<file path="src/rtl/alu_seq_pkg.sv">
// Shared definitions for the ALU byte-stream sequencer: state encoding, load
// strobes and the ALU opcode set used by benches and higher-level sequencing.
package alu_seq_pkg;

  typedef enum logic [2:0] {
    RX_A    = 3'd0,
    RX_B    = 3'd1,
    RX_OP   = 3'd2,
    SETTLE  = 3'd3,
    CAPTURE = 3'd4,
    SEND    = 3'd5
  } seq_state_t;

  localparam logic [2:0] LOAD_NONE = 3'b000;
  localparam logic [2:0] LOAD_A    = 3'b001;
  localparam logic [2:0] LOAD_B    = 3'b010;
  localparam logic [2:0] LOAD_OP   = 3'b100;

  localparam logic [5:0] ADD = 6'b100000;
  localparam logic [5:0] SUB = 6'b100010;
  localparam logic [5:0] AND = 6'b100100;
  localparam logic [5:0] OR  = 6'b100101;
  localparam logic [5:0] XOR = 6'b100110;
  localparam logic [5:0] SRA = 6'b000011;
  localparam logic [5:0] SRL = 6'b000010;
  localparam logic [5:0] NOR = 6'b100111;

  // Strobe raised for the byte accepted in a receive state.
  function automatic logic [2:0] load_strobe(input seq_state_t s);
    case (s)
      RX_A:    return LOAD_A;
      RX_B:    return LOAD_B;
      RX_OP:   return LOAD_OP;
      default: return LOAD_NONE;
    endcase
  endfunction

  function automatic seq_state_t next_rx_state(input seq_state_t s);
    case (s)
      RX_A:    return RX_B;
      RX_B:    return RX_OP;
      default: return SETTLE;
    endcase
  endfunction

endpackage

</file>
<file path="src/rtl/alu_sequencer_timeout_counter.sv">
// Inter-byte gap timer. Counts enabled cycles and flags expiry on the cycle
// the count reaches TIMEOUT_CYCLES-1; TIMEOUT_CYCLES = 0 never expires.
module seq_timeout_counter #(
  parameter int unsigned TIMEOUT_CYCLES = 1000000,
  parameter int unsigned NB_TIMER       = 20
) (
  input  logic i_clock,
  input  logic i_reset,
  input  logic clear,
  input  logic enable,
  output logic expired
);

  localparam logic [NB_TIMER-1:0] LIMIT =
    NB_TIMER'((TIMEOUT_CYCLES == 0) ? 0 : TIMEOUT_CYCLES - 1);
  localparam logic ACTIVE = (TIMEOUT_CYCLES != 0);

  logic [NB_TIMER-1:0] count;

  // NOTE: sequential state is assigned with <= so every register samples the
  // pre-edge values, independent of statement order.
  always_ff @(posedge i_clock) begin
    if (i_reset || clear) begin
      count <= '0;
    end else if (enable && ACTIVE && (count != LIMIT)) begin
      count <= count + 1'b1;
    end
  end

  // Qualified by enable so a byte arriving on the expiry cycle wins.
  assign expired = ACTIVE && enable && (count == LIMIT);

endmodule

</file>
<file path="src/rtl/alu_sequencer.sv">
// Byte-stream front end for the 8-bit ALU: loads A, B and opcode from three
// received bytes, captures the result and offers it with valid/ready.
module alu_sequencer
  import alu_seq_pkg::*;
#(
  parameter int unsigned NB_DATA        = 8,
  parameter int unsigned TIMEOUT_CYCLES = 1000000,
  parameter int unsigned NB_TIMER       = 20
) (
  input  logic               i_clock,
  input  logic               i_reset,
  input  logic [NB_DATA-1:0] i_rx_data,
  input  logic               i_rx_valid,
  output logic [NB_DATA-1:0] o_alu_data,
  output logic [2:0]         o_alu_valid,
  input  logic [NB_DATA-1:0] i_alu_result,
  output logic [NB_DATA-1:0] o_tx_data,
  output logic               o_tx_valid,
  input  logic               i_tx_ready,
  output logic               o_timeout,
  output logic               o_overrun
);

  seq_state_t state;
  logic       waiting;
  logic       receiving;
  logic       timer_clear;
  logic       timer_enable;
  logic       timer_expired;

  // NOTE: every signal written here gets a value on every path, so no latch
  // can be inferred.
  always_comb begin
    waiting      = (state == RX_B) || (state == RX_OP);
    receiving    = waiting || (state == RX_A);
    timer_enable = waiting && !i_rx_valid;
    timer_clear  = !waiting || i_rx_valid || timer_expired;
  end

  seq_timeout_counter #(
    .TIMEOUT_CYCLES(TIMEOUT_CYCLES),
    .NB_TIMER      (NB_TIMER)
  ) u_timeout (
    .i_clock(i_clock),
    .i_reset(i_reset),
    .clear  (timer_clear),
    .enable (timer_enable),
    .expired(timer_expired)
  );

  always_ff @(posedge i_clock) begin
    if (i_reset) begin
      state       <= RX_A;
      o_alu_data  <= '0;
      o_alu_valid <= LOAD_NONE;
      o_tx_data   <= '0;
      o_tx_valid  <= 1'b0;
      o_timeout   <= 1'b0;
      o_overrun   <= 1'b0;
    end else begin
      o_alu_valid <= LOAD_NONE;
      o_timeout   <= 1'b0;

      if (i_rx_valid && !receiving) begin
        o_overrun <= 1'b1;
      end

      case (state)
        RX_A, RX_B, RX_OP: begin
          if (i_rx_valid) begin
            o_alu_data  <= i_rx_data;
            o_alu_valid <= load_strobe(state);
            state       <= next_rx_state(state);
          end else if (timer_expired) begin
            // Partial transaction abandoned; stale ALU operands get reloaded.
            state     <= RX_A;
            o_timeout <= 1'b1;
          end
        end
        SETTLE: begin
          state <= CAPTURE;
        end
        CAPTURE: begin
          o_tx_data  <= i_alu_result;
          o_tx_valid <= 1'b1;
          state      <= SEND;
        end
        SEND: begin
          if (i_tx_ready) begin
            o_tx_valid <= 1'b0;
            state      <= RX_A;
          end
        end
        default: begin
          state <= RX_A;
        end
      endcase
    end
  end

endmodule
</file>
<file path="config.mk">
export PLATFORM = sky130hd
export DESIGN_NAME = alu_sequencer
export DESIGN_NICKNAME = d
export VERILOG_FILES = /design/src/rtl/alu_seq_pkg.sv /design/src/rtl/alu_sequencer_timeout_counter.sv /design/src/rtl/alu_sequencer.sv
export SDC_FILE = /design/constraint.sdc
export NUM_CORES = 1
export LEC_CHECK = 0
export CAP_MARGIN = 40
export CORE_MARGIN = 8
export CORE_UTILIZATION = 46
export CTS_BUF_LIST = sky130_fd_sc_hd__clkbuf_8
export CTS_CLUSTER_SIZE = 8
export DETAILED_ROUTE_END_ITERATION = 8
export GPL_ROUTABILITY_DRIVEN = 0
export PLACE_DENSITY = 0.77
export SLEW_MARGIN = 20
export SYNTH_ARGS = -nofsm -noshare
export SYNTH_HDL_FRONTEND = slang
export SYNTH_SLANG_ARGS = --single-unit
export TNS_END_PERCENT = 50
</file>
<file path="constraint.sdc">
create_clock -name i_clock -period 1.8 [get_ports i_clock]
set_input_delay 0.36 -clock i_clock [delete_from_list [all_inputs] [get_ports i_clock]]
set_output_delay 0.36 -clock i_clock [all_outputs]
set_load 0.1 [all_outputs]
</file>
==> qor.yml <==
synth-seq-area-share_pct: 48.7
worstPathRequired_ns: 2.02
tightest_slew_ns: 0.312
maxCapViolCount: 0
grt_util_met3_pct: 4.28
setup_viol: 0
fill_cells: 280
path_cells: "ha_4, and4_4, nand4_1, or4b_4, a221oi_2"
synthDistinctLibCells: 31
setup.worst_path.end_class: "register"
report.final.slew_viol_count: 0
port_buffers: 41
grt_start_max_net_pins: 25
path_max_fanout: 3
synth.area.mux_share_pct: 0
cp-start-kind: "register"
finalCritPeriodShare_pct: 96.6
crit_family: "simple AND/OR/NAND/NOR gates"
core_area_sq_mm: 0.00394
postLayoutCellArea_sq_mm: 0.00286
finalHoldViolations: 0
cpPeakStageDelay_ns: 0.56
avgViaCountPerCell: 5.23
grt_pass1_wl_mm: 7.71
cts_hold_buf: 0
die_y_microns: 79.4
clockBufferDepth: 2
htree_levels: 2
synth_fa_ha_area_share_pct: 0.676
grt.busiest_layer: "met2"
rr_startpoint: "u_timeout.count[1]$_SDFFE_PP0P_"
tritoncts: "done"
holdPathEnd: "u_timeout.count[19]$_SDFFE_PP0P_"
clock_latency_ns: 0.30
min-delay-start: "u_timeout.count[19]$_SDFFE_PP0P_"
synth_compound_area_share_pct: 14.3
num_vias: 1757
placed_cell_area_sq_mm: 0.00270
r2r_cells: 5
syn_area_sq_mm: 0.00185
cts_made_buffers: 5
gr-usage-met1_pct: 18.8
synth-simple-area-share_pct: 27.3
drive_gt1_share_pct: 24.5
holdPathStages: 2
start_util_pct: 46.9
num_rows: 23
period_needed_ns: 1.74
rrSetupSlack_ns: 0.06
wirelength_mm: 4.66
areaGrowthSynthToFinish_pct: 54.7
num_antenna_cells: 0
grt_remaining_overflow: 0
wl_per_cell_microns: 13.9
hp-class: "reg -> reg"
worstSetupPathType: "reg -> reg"
ant_nets: 0
rr_endpoint: "state[1]$_SDFFE_PP0P_"
drtIter0Drc: 103
synth_nets: 242
drc: 0
leakagePower_nw: 1.02
cts_sinks: 45
synth_top_family_by_area: "simple AND/OR/NAND/NOR gates"
die_area_sq_mm: 0.00631
yosys_register_bits: 45
grt_usage_pct: 15.0
setup-tns-final_ns: 0
met2_usage_pct: 23.2
postSynthCellCount: 221
cts-root-buf: "clkbuf_8"
status: "complete, no violations"
powerDensity_mw_per_mm2: 754
peakVddDrop_mv: 0.604
synth_xor_area_share_pct: 6.15
antenna_found_initial: 0
dr.pass1.iters: 4
nets: 306
path_clk_slew_ns: 0.08
io_pins: 42
max-slew-margin-rel_pct: 79.0
worst-path-buf-inv: 0
synth_area_per_cell_sq_um: 8.37
skew_ns: 0.00697
fmax_mhz: 575
fin_util_pct: 72.6
dp_hpwl_mm: 3.35
arrival_ns: 1.96
grt_pass1_vias: 1659
power_mw: 2.16
synth-warning-count: 0
die_w_microns: 79.4
slowest_stage: "or4b_4"
-- stage by stage --
stage | instances | worst slack [ns] | hold WS (ns)
after floorplan | 221 | 0.0154 | 0.407
after global placement | 326 | -0.0524 | 0.478
after detailed placement | 326 | -0.0882 | 0.487
after CTS | 334 | 0.0139 | 0.500
after global routing | 336 | -0.0178 | 0.518
final | 336 | 0.0608 | 0.502
-- area by class of cell --
class	instances	area, sq um	share of cell area [%]
Sequential cell	45	906	31.6
Multi-Input combinational cell	162	930	32.5
Clock buffer	6	82.6	2.88
Tap cell	50	62.6	2.19
Timing Repair Buffer	69	841	29.4
Clock inverter	2	33.8	1.18
Inverter	2	7.51	0.262
-- tightest hold or removal path, stage by stage, from the launching register on --
cell and delay (ns):
dfxtp_1 0.33, o21ai_0 0.07, a21oi_1 0.06
-- cells by family after synthesis --
| group | Yosys count |
|---|---|
| flops | 45 |
| buf+inv | 14 |
| compound gates | 49 |
| xor+xnor | 13 |
| fa+ha+maj | 1 |
| simple gates | 99 |
-- synth_stat cells --
cell | number | share of area [%]
inv_1 | 2 | 0.41
nor3_1 | 3 | 0.81
or4_1 | 2 | 0.81
nor4b_1 | 4 | 1.9
a211oi_1 | 1 | 0.41
or3_1 | 6 | 2.0
o21ba_2 | 1 | 0.54
nor4_1 | 4 | 1.4
buf_2 | 1 | 0.27
ha_1 | 1 | 0.68
o21ai_0 | 14 | 3.8
nand2_1 | 32 | 6.5
dfxtp_1 | 45 | 49
nand3b_1 | 1 | 0.41
nand2b_1 | 3 | 1.0
nand4_2 | 1 | 0.68
xnor2_1 | 8 | 3.8
a21oi_1 | 29 | 7.8
and4_1 | 2 | 0.95
a221oi_1 | 1 | 0.47
or4_2 | 1 | 0.47
o31ai_1 | 2 | 0.81
or4b_1 | 1 | 0.54
o21bai_1 | 1 | 0.41
nand4_1 | 5 | 1.7
xor2_1 | 5 | 2.4
and4b_1 | 1 | 0.54
clkbuf_1 | 11 | 2.2
nor2_1 | 23 | 4.7
and4_2 | 1 | 0.54
nand3_1 | 9 | 2.4
-- sequential cells by signal, indices dropped and copies added (netlist names) --
name / count
u_timeout.count: 20
o_alu_data: 8
o_tx_data: 8
o_alu_valid: 3
state: 3
o_overrun: 1
o_timeout: 1
o_tx_valid: 1
-- what timing repair did --
action / 4_1_cts / 5_1_grt
endpoints found under the setup margin: 0 / 7
resized for setup: 0 / 8
buffers inserted: 0 / 2
-- layout by cell type, fill, tap and decap left out, types with 8 or more instances in the layout --
master and n:
dfxtp_1 41, nand2_1 32, a21oi_1 29, buf_4 28, nor2_1 23, buf_12 22
clkdlybuf4s50_1 19, o21ai_0 14, nand3_1 9, xnor2_1 8
-- report_power, final --
| part | switching (mW) | total [mW] | internal (mW) |
|---|---|---|---|
| registers | 0.0224 | 1.04 | 1.02 |
| clock network | 0.329 | 0.776 | 0.447 |
| logic | 0.200 | 0.344 | 0.143 |
-- routing by layer --
layer | wire, microns | part of all wire (%) | vias up
li1 | - | - | 905
met1 | 2150 | 46 | 799
met2 | 2170 | 46 | 43
met3 | 244 | 5.2 | 10
met4 | 94 | 2.0 | 0
met5 | 0 | 0 | -
-- worst max path at each step --
stage,startpoint,endpoint,slack [ns],depth (start not counted)
6_report,u_timeout.count[1]$_SDFFE_PP0P_,state[1]$_SDFFE_PP0P_,0.06,5
4_1_cts,u_timeout.count[8]$_SDFFE_PP0P_,u_timeout.count[15]$_SDFFE_PP0P_,0.01,4
3_3_place_gp,i_reset,u_timeout.count[19]$_SDFFE_PP0P_,-0.05,5
3_5_place_dp,i_rx_valid,u_timeout.count[15]$_SDFFE_PP0P_,-0.09,5
5_1_grt,u_timeout.count[1]$_SDFFE_PP0P_,u_timeout.count[18]$_SDFFE_PP0P_,-0.02,6
2_1_floorplan,u_timeout.count[1]$_SDFFE_PP0P_,state[1]$_SDFFE_PP0P_,0.02,5
Note: power is estimated with default switching activity, not from simulation.
